===== src/rtl/mem_pkg.sv =====
// Shared types for the MemCommon requester: controller response codes,
// client-facing status codes, initiator FSM states and a counter-width helper.
package mem_pkg;

    // Response code the memory controller drives back on mem_resp.
    typedef enum logic [1:0] {
        MR_IDLE = 2'b00,
        MR_WAIT = 2'b01,
        MR_OK   = 2'b10,
        MR_ERR  = 2'b11
    } resp_e;

    // Completion status returned to the client with each response.
    typedef enum logic [1:0] {
        ST_OK      = 2'd0,
        ST_ERR     = 2'd1,
        ST_TIMEOUT = 2'd2
    } status_e;

    // Initiator FSM states.
    typedef enum logic [1:0] {
        IDLE  = 2'd0,
        ISSUE = 2'd1,
        WAIT  = 2'd2,
        RESP  = 2'd3
    } state_e;

    // Bits needed to count 0..n inclusive, never less than one bit.
    function automatic int cnt_width(input int n);
        return (n < 1) ? 1 : $clog2(n + 1);
    endfunction

endpackage


===== src/rtl/mem_initiator.sv =====
// Requester side of the MemCommon protocol. Takes one client command per
// cmd handshake, issues it to the controller with a single-cycle mem_valid
// strobe, re-issues on ERR up to MaxRetries times, aborts after
// TimeoutCycles WAIT cycles, and returns data/status on the rsp port.
//
// Handshakes: a transfer happens on a rising edge where valid && ready are
// both high; valid, once raised, holds its payload stable until that edge.
// Only one transaction is ever outstanding.
module mem_initiator
    import mem_pkg::*;
#(
    parameter int DataWidth     = 32,
    parameter int AddrWidth     = 32,
    parameter int TimeoutCycles = 64,
    parameter int MaxRetries    = 2
) (
    input  logic                 clk,
    input  logic                 nReset,
    input  logic                 cmd_valid,
    output logic                 cmd_ready,
    input  logic                 cmd_write,
    input  logic [AddrWidth-1:0] cmd_addr,
    input  logic [DataWidth-1:0] cmd_wData,
    output logic                 rsp_valid,
    input  logic                 rsp_ready,
    output logic [DataWidth-1:0] rsp_rData,
    output status_e              rsp_status,
    output logic                 mem_valid,
    output logic                 mem_write,
    output logic [AddrWidth-1:0] mem_addr,
    output logic [DataWidth-1:0] mem_wData,
    input  resp_e                mem_resp,
    input  logic [DataWidth-1:0] mem_rData,
    output state_e               dbg_state
);

    localparam int TW = cnt_width(TimeoutCycles);
    localparam int RW = cnt_width(MaxRetries);

    // Saturation point of the timeout counter and the count at which the
    // current WAIT cycle is the last one allowed.
    localparam logic [TW-1:0] TO_MAX    = TW'(TimeoutCycles);
    localparam logic [TW-1:0] TO_LAST   = TW'(TimeoutCycles - 1);
    localparam logic [RW-1:0] RETRY_MAX = RW'(MaxRetries);

    state_e               state_q,     state_d;
    logic                 mem_write_q, mem_write_d;
    logic [AddrWidth-1:0] mem_addr_q,  mem_addr_d;
    logic [DataWidth-1:0] mem_wData_q, mem_wData_d;
    logic [DataWidth-1:0] rsp_rData_q, rsp_rData_d;
    status_e              rsp_status_q, rsp_status_d;
    logic [RW-1:0]        retry_q,     retry_d;
    logic [TW-1:0]        tmo_q,       tmo_d;

    // Next-state, request capture, retry/timeout bookkeeping and response latch.
    always_comb begin
        state_d      = state_q;
        mem_write_d  = mem_write_q;
        mem_addr_d   = mem_addr_q;
        mem_wData_d  = mem_wData_q;
        rsp_rData_d  = rsp_rData_q;
        rsp_status_d = rsp_status_q;
        retry_d      = retry_q;
        tmo_d        = tmo_q;

        unique case (state_q)
            IDLE: begin
                if (cmd_valid) begin
                    mem_write_d = cmd_write;
                    mem_addr_d  = cmd_addr;
                    mem_wData_d = cmd_wData;
                    state_d     = ISSUE;
                end
            end
            ISSUE: begin
                // Every (re-)issue gets a fresh timeout window.
                tmo_d   = '0;
                state_d = WAIT;
            end
            WAIT: begin
                unique case (mem_resp)
                    MR_OK: begin
                        rsp_rData_d  = mem_write_q ? '0 : mem_rData;
                        rsp_status_d = ST_OK;
                        state_d      = RESP;
                    end
                    MR_ERR: begin
                        if (retry_q < RETRY_MAX) begin
                            retry_d = retry_q + 1'b1;
                            state_d = ISSUE;
                        end else begin
                            rsp_rData_d  = '0;
                            rsp_status_d = ST_ERR;
                            state_d      = RESP;
                        end
                    end
                    default: begin
                        if (tmo_q != TO_MAX) begin
                            tmo_d = tmo_q + 1'b1;
                        end
                        if ((TimeoutCycles != 0) && (tmo_q == TO_LAST)) begin
                            rsp_rData_d  = '0;
                            rsp_status_d = ST_TIMEOUT;
                            state_d      = RESP;
                        end
                    end
                endcase
            end
            RESP: begin
                if (rsp_ready) begin
                    retry_d = '0;
                    state_d = IDLE;
                end
            end
            default: state_d = IDLE;
        endcase
    end

    // State and datapath registers; reset drops any transaction in flight.
    always_ff @(posedge clk or negedge nReset) begin
        if (!nReset) begin
            state_q      <= IDLE;
            mem_write_q  <= 1'b0;
            mem_addr_q   <= '0;
            mem_wData_q  <= '0;
            rsp_rData_q  <= '0;
            rsp_status_q <= ST_OK;
            retry_q      <= '0;
            tmo_q        <= '0;
        end else begin
            state_q      <= state_d;
            mem_write_q  <= mem_write_d;
            mem_addr_q   <= mem_addr_d;
            mem_wData_q  <= mem_wData_d;
            rsp_rData_q  <= rsp_rData_d;
            rsp_status_q <= rsp_status_d;
            retry_q      <= retry_d;
            tmo_q        <= tmo_d;
        end
    end

    // cmd_ready is gated by reset so it stays low while nReset is asserted.
    assign cmd_ready  = nReset && (state_q == IDLE);
    assign mem_valid  = (state_q == ISSUE);
    assign rsp_valid  = (state_q == RESP);
    assign mem_write  = mem_write_q;
    assign mem_addr   = mem_addr_q;
    assign mem_wData  = mem_wData_q;
    assign rsp_rData  = rsp_rData_q;
    assign rsp_status = rsp_status_q;
    assign dbg_state  = state_q;

endmodule


===== config.mk =====
export PLATFORM = sky130hd
export DESIGN_NAME = mem_initiator
export DESIGN_NICKNAME = d
export VERILOG_FILES = /design/src/rtl/mem_pkg.sv /design/src/rtl/mem_initiator.sv
export SDC_FILE = /design/constraint.sdc
export NUM_CORES = 1
export LEC_CHECK = 0
export ABC_AREA = 1
export ABC_CLOCK_PERIOD_IN_PS = 2430
export BUFFER_PORTS_ARGS = -buffer_cell sky130_fd_sc_hd__buf_4
export CAP_MARGIN = 20
export CORE_ASPECT_RATIO = 2
export CORE_MARGIN = 1
export CORE_UTILIZATION = 51
export DETAILED_ROUTE_END_ITERATION = 10
export PLACE_DENSITY_LB_ADDON = 0.1
export SLEW_MARGIN = 0
export SYNTH_ARGS = -nofsm -noshare
export SYNTH_HDL_FRONTEND = slang
export SYNTH_SLANG_ARGS = --single-unit

===== constraint.sdc =====
create_clock -name clk -period 2.43 [get_ports clk]
set_input_delay 0.1215 -clock clk [delete_from_list [all_inputs] [get_ports clk]]
set_output_delay 0.1215 -clock clk [all_outputs]
set_load 0.1 [all_outputs]

Word level (Yosys, flattened, before mapping)
Index checks and enable logic that the tools add are counted.
W data, S select, Z words.
{ "word_totals": {"elab_cells": 56, "inputBits": 103, "out_inout_bits": 104, "register_bits": 110} }
{ "op_classes": {"n_addsub": 2, "magnitude_cmp": 1, "reduce_logical": 11, "muxes": 19, "n_eq_ne": 15} }
{ "op_table": {"columns": ["operator", "count"], "rows": [
  ["$mux W32", 3],
  ["$pmux W32 S2", 1],
  ["$mux W2", 8],
  ["$mux W7", 2],
  ["$pmux W7 S2", 1],
  ["$ne A2 B2 Y1 const B", 6],
  ["$pmux W2 S2", 3],
  ["$reduce_and A3 Y1", 3],
  ["$eq A2 B2 Y1 const B", 4],
  ["$pmux W2 S4", 1],
  ["$add A7 B1 Y7 const B", 1],
  ["$eq A7 B6 Y1 const B", 1],
  ["$ne A7 B7 Y1 const B", 1],
  ["$ne A4 B4 Y1 const B", 1],
  ["$reduce_and A4 Y1", 1],
  ["$reduce_bool A2 Y1", 2],
  ["$reduce_bool A3 Y1", 1],
  ["$add A2 B1 Y2 const B", 1],
  ["$eq A2 B1 Y1 const B", 1],
  ["$logic_not A2 Y1", 1],
  ["$lt A2 B2 Y1 const B", 1],
  ["$ne A2 B1 Y1 const B", 1],
  ["$reduce_and A2 Y1", 1],
  ["$reduce_or A2 Y1", 1],
  ["$logic_and A1 B1 Y1", 1]
]} }

Depth between registers and ports, before layout
Gate-level depths: netlist of run 1.
{ "logic_depth": {"word_depth": 4, "mapped_depth": 9, "depth_no_buf": 9} }

Worst setup path before layout of run 1
No wires, ideal clock.
{ "synth_path": {"path_kind": "flip-flop to flip-flop", "start": "register state_q[0] (netlist: dbg_state[0])", "end": "register tmo_q[3]", "path_slack_ns": -0.745, "arrival_ns": 3.055, "n_path_buf": 0, "path_stages_with_launch": 6, "t_required_ns": 2.311, "period_less_slack_ns": 3.175, "setup_time_ns": 0.119, "path_cell_list": "dfrtp_1 inv_2 nor2_1 inv_1 nand3_1 nand2_1"} }
{ "synth_between": {"elab_chain_cells": 3, "elab_cells_between_ends": 7, "classes_between": "4 x eq/ne; 1 x mux; 2 x reduce/logical"} }
{ "synth_lines": {"columns": ["element", "line_no", "rtl"], "rows": [
  ["start, declared", "mem_initiator.sv:46", "state_e state_q, state_d;"],
  ["start signal, assigned", "mem_initiator.sv:131", "state_q <= state_d;"],
  ["$eq A2 B1 Y1 (*)", null, null],
  ["named net mem_valid", "mem_initiator.sv:28", "output logic mem_valid,"],
  ["$reduce_bool A2 Y1 (no line)", null, null],
  ["$reduce_and A3 Y1 (no line)", null, null],
  ["end signal, assigned", "mem_initiator.sv:138", "tmo_q <= tmo_d;"],
  ["end, declared", "mem_initiator.sv:53", "logic [TW-1:0] tmo_q, tmo_d;"]
]} }
Mark *: on every way through the listed nets, which the timed path passes. The rest lies on a longest branch.
A chain may end at the register's enable or synchronous reset.

Worst setup path in the final report of run 1
{ "layout_path": {"start": "input nReset", "end": "output cmd_ready"} }
{ "layout_between": {"elab_chain_cells": 1} }
{ "layout_lines": {"columns": ["element", "line_no", "rtl"], "rows": [
  ["start, declared", "mem_initiator.sv:18", "input logic nReset,"],
  ["$logic_and A1 B1 Y1", "mem_initiator.sv:143", "assign cmd_ready = nReset && (state_q == IDLE);"],
  ["end, declared", "mem_initiator.sv:20", "output logic cmd_ready,"]
]} }
No other way between the ends.

==> qor.txt, run 1 <==
Setup Skew: 10.33 ps
Worst Path Max Fanout: 42
IO Port Bufs: 206
setup TNS: 0 ps
Initial Utilization: 53.27%
maxcap violations: 0
Initial DRC Count: 396
total iterations of the first detailed-routing run: 8
Max-slew headroom: 64.30%
worst-skew pair later-pin latency: 350 ps
clock tree sinks: 110
core box area: 9074 um^2
Final nets: 837
highest clock rate: 575.0 MHz
Avg Cell Area, Syn: 9.001 um^2
outcome: complete, but fails checks
post-DR wirelength/cell: 15.07 um
failing checks: design-rule violations
FF+latch area: 2753 um^2
Crit Path Class: in2out
Yosys cell types: 24
n_diodes: 0
Worst Path Buf+Inv: 4
hold wc startpoint: cmd_addr[1]
share of the yosys chip area belonging to registers: 56.95%
antenna violations before repair: 0
fin crit share: 71.56%
top post-synthesis cells by count: nand2_1, dfrtp_1, inv_1
Die Span Y: 139.7 um
DRC viols: 26
final HPWL from detailed placement: 9.323 mm
class of the worst hold path: in2reg
cell taking the most area after synthesis: dfrtp_1
number of global-route vias before repair: 4390
Hold Path Depth: 3
delay of the slowest critical-path stage: 520 ps
mux cell area share after synthesis: 0%
GRT Residual Overflow: 0
CP arrival: 1620 ps
Post-Syn Nets: 642
critical path startpoint category: input port
Max clock buf depth: 2
unrepaired setup endpoints after global routing: false
R2R cell count: 5
Post-Synth Adder-Cell Area: 0.5177%
root buffer cell: clkbuf_16
Placed Cells incl. Taps: 822
via count: 4295
CP Data Required Time: 2310 ps
Area Overhead vs Synth: 39.24%
#FFs+latches synth: 110
Gate Count Post-Synth: 537
Finish-stage setup viols: 0
most frequent CP cell: buf_4
cell area after synthesis: 4833 um^2
critical path's slowest cell: dlygate4sd3_1
worst r2r dst: mem_wData[0]
average via count per standard cell: 5.119
Primary FF master, synth: dfrtp_1
GRT Overall Usage: 26.89%
worst-margin pin slew: 535.5 ps
Std-Cell Rows: 49
pin count of the biggest net entering global routing: 90
TritonCTS Buffers: 9
multi-input logic area: 1610 um^2
num ports: 207
Die W: 70.84 um
Cell Area, Placed: 6414 um^2
count leader, synth: nand2_1
top cells by area, synth: dfrtp_1, nand2_1, o21ai_0
Slew Viols, Final: 0
synth warn: 0
CP endpoint kind: output port
hold path endpoint: mem_addr[1]
Hold Vio Cnt, Final: 0
Post-synth ARST share: 100.0%
Routability Congestion: 0.8153
post-synth top area share: 56.95%
layout cells sized above 1: 36.09%
CTS tree: done
H-tree Lvls: 3
largest family of logic cells by synthesized area: simple AND/OR/NAND/NOR gates
Synth Area in XOR/XNOR: 0.3624%
Stages on worst setup path: 5
Synth Area in Compound Gates: 7.507%
routed wire length: 12.65 mm
worst path cell trace: dlygate4sd3_1, buf_4, inv_1, nor2_2, buf_4
Worst path top cell family by delay: buffers and inverters
final instance area: 6730 um^2
Post-synth EDFFs: 0
fillcell total: 714
Worst R2R Setup Slack: 730 ps
post-route ant nets: 0
total die area: 9894 um^2
Finished Layout Cells: 839
simple-gate share of the synthesized area: 24.51%
Min Clock Period, post-route: 1739 ps
first-pass GRT wire length: 20.61 mm
Critical R2R Launch: dbg_state[1]
clock slew at reported path FFs: 80 ps
==> tightest hold or removal path, delay by kind of cell <==
family | cells | cell delay (ps)
compound gates | 1 | 70
buf+inv | 2 | 130
==> sequential cells by signal, summed over array words and instances, names as in the netlist <==
signal / count
mem_wData: 32
dbg_state: 2
retry_q: 2
rsp_rData: 32
mem_addr: 32
mem_write: 1
tmo_q: 7
rsp_status: 2
==> layout make-up <==
| type | instances | area share (%) |
|---|---|---|
| Multi-Input combinational cell | 314 | 23.93 |
| Tap cell | 102 | 1.896 |
| Clock buffer | 9 | 3.346 |
| Timing Repair Buffer | 214 | 24.09 |
| Sequential cell | 110 | 40.90 |
| Inverter | 83 | 4.629 |
| Clock inverter | 7 | 1.208 |
==> placed cells by master (no fill, tap or decap) <==
cell	instances
inv_6	2
a21boi_0	1
nand3_4	1
nand3b_1	1
nand3_1	25
inv_2	3
buf_4	212
nor2_2	4
or2_2	1
nand3_2	22
dfrtp_1	110
ha_1	2
nor2_4	2
nand2_4	1
clkinv_4	3
nand2_1	132
nor2_1	13
xor2_1	1
inv_1	80
nand2_2	3
a21oi_1	2
buf_12	1
clkinvlp_4	1
dlygate4sd3_1	1
o21ai_0	69
bufinv_16	1
nand4_1	33
xnor2_1	1
clkbuf_16	9
==> worst max-delay path by stage <==
stage            startpoint       endpoint  slack, ps
6_report             nReset      cmd_ready        690
5_1_grt              nReset      cmd_ready        560
4_1_cts              nReset      cmd_ready        650
3_5_place_dp       tmo_q[0]  rsp_rData[15]        750
3_3_place_gp       tmo_q[0]  rsp_rData[22]        780
2_1_floorplan  dbg_state[1]     retry_q[0]        160
==> layer usage <==
metal / up-vias / wire length [um] / global-route usage [%] / part of all wire [%]
met4: 0 / 386 / 11.47 / 3.1
li1: 2092 / - / - / -
met1: 2004 / 4352 / 28.02 / 34
met5: - / 0 / 0 / 0
met2: 171 / 7169 / 49.80 / 57
met3: 28 / 737 / 6.734 / 5.8
==> per-stage QoR <==
stage | hold WS, ps | utilization [%] | setup WS, ps
after floorplan | -174.1 | - | 161.2
after global placement | 128.8 | 70.68 | 779.3
after detailed placement | 134.0 | 70.68 | 752.1
after CTS | 11.21 | 74.17 | 653.8
after global routing | 21.39 | 74.17 | 559.5
final | 18.92 | 74.17 | 691.0
==> kinds of logic after synthesis <==
logic type                 count (synthesis)
DFF                                      110
adders and majority gates                  2
buffers and inverters                    113
AOI/OAI and AO/OA                         72
and+or+nand+nor                          238
xor gates and xnor gates                   2
==> what timing repair did <==
| action | 4_1_cts | 5_1_grt |
|---|---|---|
| resized for setup | 0 | 0 |
| endpoints found under the hold margin | 39 | 0 |
| hold buffers | 1 | 0 |
| setup buffers | 0 | 0 |
Power of run 1 is left out: the tool's default activity adds up to more than one toggle a clock period on the data nets, which glitch-free logic cannot reach.
==> inputs of run 2 (changes only) <==
--- a/config.mk
+++ b/config.mk
@@ -6,12 +6,12 @@
 export NUM_CORES = 1
 export LEC_CHECK = 0
 export ABC_AREA = 1
-export ABC_CLOCK_PERIOD_IN_PS = 2430
+export ABC_CLOCK_PERIOD_IN_PS = 1450
 export BUFFER_PORTS_ARGS = -buffer_cell sky130_fd_sc_hd__buf_4
 export CAP_MARGIN = 20
 export CORE_ASPECT_RATIO = 2
 export CORE_MARGIN = 1
-export CORE_UTILIZATION = 51
+export CORE_UTILIZATION = 43
 export DETAILED_ROUTE_END_ITERATION = 10
 export PLACE_DENSITY_LB_ADDON = 0.1
 export SLEW_MARGIN = 0
==> constraint.sdc (replaced) <==
create_clock -name clk -period 1.45 [get_ports clk]
set_input_delay 0.0725 -clock clk [delete_from_list [all_inputs] [get_ports clk]]
set_output_delay 0.0725 -clock clk [all_outputs]
set_load 0.1 [all_outputs]
==> qor.txt, run 2 (synthesis results as in run 1) <==
outcome: finished, final reports clean
final instance area: 8013 um^2 (+19%)
layout cells sized above 1: 35.75% (-0.34 points)
clock tree sinks: 110 (unchanged)
GRT Residual Overflow: 0 (unchanged)
highest clock rate: 696.5 MHz
hold path endpoint: mem_addr[30]
Critical R2R Launch: tmo_q[0]
hold wc startpoint: cmd_addr[30]
worst-margin pin slew: 608.8 ps (+73.28 ps)
routed wire length: 14.67 mm (+16%)
Max clock buf depth: 2 (unchanged)
num ports: 207 (unchanged)
Die W: 76.97 um (+8.7%)
total iterations of the first detailed-routing run: 4 (-4)
clock slew at reported path FFs: 70 ps (about the same)
worst r2r dst: tmo_q[3]
R2R cell count: 10 (+5)
Hold Vio Cnt, Final: 0 (unchanged)
Initial Utilization: 44.16% (-9.1 points)
Slew Viols, Final: 0 (unchanged)
dpl ws: -104.4 ps (-856.5 ps)
Cell Area, Placed: 6579 um^2 (+2.6%)
Worst R2R Setup Slack: 50 ps (-680 ps)
Initial DRC Count: 213 (-46%)
Area Overhead vs Synth: 65.78%
Post-Route Utilization: 73.21% (-0.97 points)
pin count of the biggest net entering global routing: 111 (+23%)
Die Span Y: 151.9 um (+8.8%)
Std-Cell Rows: 54 (+10%)
final HPWL from detailed placement: 8.793 mm (-5.7%)
Finish-stage setup viols: 0 (unchanged)
n_diodes: 0 (unchanged)
Placed Cells incl. Taps: 867 (+5.5%)
IO Port Bufs: 206 (unchanged)
CTS tree: done
core box area: 10950 um^2 (+21%)
Hold Path Depth: 3 (unchanged)
CP Data Required Time: 1380 ps (-930 ps)
Max-slew headroom: 59.41% (-4.9 points)
number of global-route vias before repair: 4916 (+12%)
root buffer cell: clkbuf_16
GRT Overall Usage: 25.22% (-1.7 points)
Worst Path Max Fanout: 3 (-93%)
min setup slack post-route: 14.22 ps (-676.8 ps)
CP arrival: 1360 ps (-260 ps)
commonest cells after routing, fill and taps aside: buf_4, nand2_1, dfrtp_1, dlygate4sd3_1, inv_1
average via count per standard cell: 4.868 (-4.9%)
antenna violations before repair: 0 (unchanged)
DRC viols: 0 (-100%)
Crit Path Class: reg2out
Finished Layout Cells: 982 (+17%)
most common cell after layout, fill and taps aside: buf_4
worst-skew pair later-pin latency: 340 ps (about the same)
critical path startpoint category: flip-flop
post-route ant nets: 0 (unchanged)
CP endpoint kind: output port
Routability Congestion: 0.8094 (-0.72%)
Final nets: 942 (+13%)
fin crit share: 99.02%
first-pass GRT wire length: 23.19 mm (+13%)
maxcap violations: 0 (unchanged)
via count: 4780 (+11%)
total die area: 11690 um^2 (+18%)
H-tree Lvls: 3 (unchanged)
class of the worst hold path: in2reg
TritonCTS Buffers: 9 (unchanged)
unrepaired setup endpoints after global routing: true
post-DR wirelength/cell: 14.94 um (-0.87%)
Min Clock Period, post-route: 1436 ps
Setup Skew: 9.296 ps (-1.030 ps)
run 2: changes by cell type in the layout (fill, tap and decap cells not counted), sizes merged:
| cell | delta |
|---|---|
| dlygate4sd3 | +89 |
| nand2 | +3 |
| bufinv | -1 |
| buf | +13 |
| clkbuf | +1 |
run 2: routing by layer:
| metal | routed length, um | GRT usage (%) | up-vias |
|---|---|---|---|
| met5 | 0 | 0 | - |
| met4 | 655 | 11.68 | 0 |
| met3 | 749 | 5.526 | 47 |
| met2 | 8069 | 47.58 | 179 |
| met1 | 5198 | 25.66 | 2246 |
| li1 | - | - | 2308 |
run 2: final cells by class:
cell class,instances,area [um^2]
fillers,829,2933
flip-flops and latches,110,2761
repair buffers,316,2716
clock inverters,6,51.30
clock buffers,10,239.0
multi-input cells,317,1747
well taps,140,175.2
inverters,83,322.8
run 2: worst max-delay path by stage:
stage | startpoint | slack (ps) | endpoint | depth (start not counted)
after global placement | tmo_q[0] | -20 | rsp_rData[16] | 6
after detailed placement | tmo_q[0] | -100 | rsp_rData[14] | 6
after CTS | dbg_state[0] | -10 | cmd_ready | 5
final | dbg_state[0] | 10 | rsp_valid | 4
after global routing | dbg_state[0] | -40 | cmd_ready | 5
after floorplan | dbg_state[1] | -300 | retry_q[0] | 4
run 2: what timing repair did:
item	CTS	global route
hold buffers	89	1
hold endpoints to repair	198	1
setup endpoints to repair	42	44
buffers inserted	3	3
pin swaps	5	7
resized for setup	19	18
cloned	2	1
run 2: critical path: stages, from the launching register on:
cell and delay, ps:
dfrtp_4 490, buf_4 160, nand2_4 80, clkinvlp_4 110
buf_12 170
run 2: stage by stage:
step	setup TNS [ps]	hold slack [ps]
finish	0	4.595
detailed placement	-2259	214.6
global placement	-108.0	213.1
floorplan	-7257	-223.1
global route	-111.9	4.069
CTS	-12.00	0.3793
Power of run 2 is left out for the same reason.
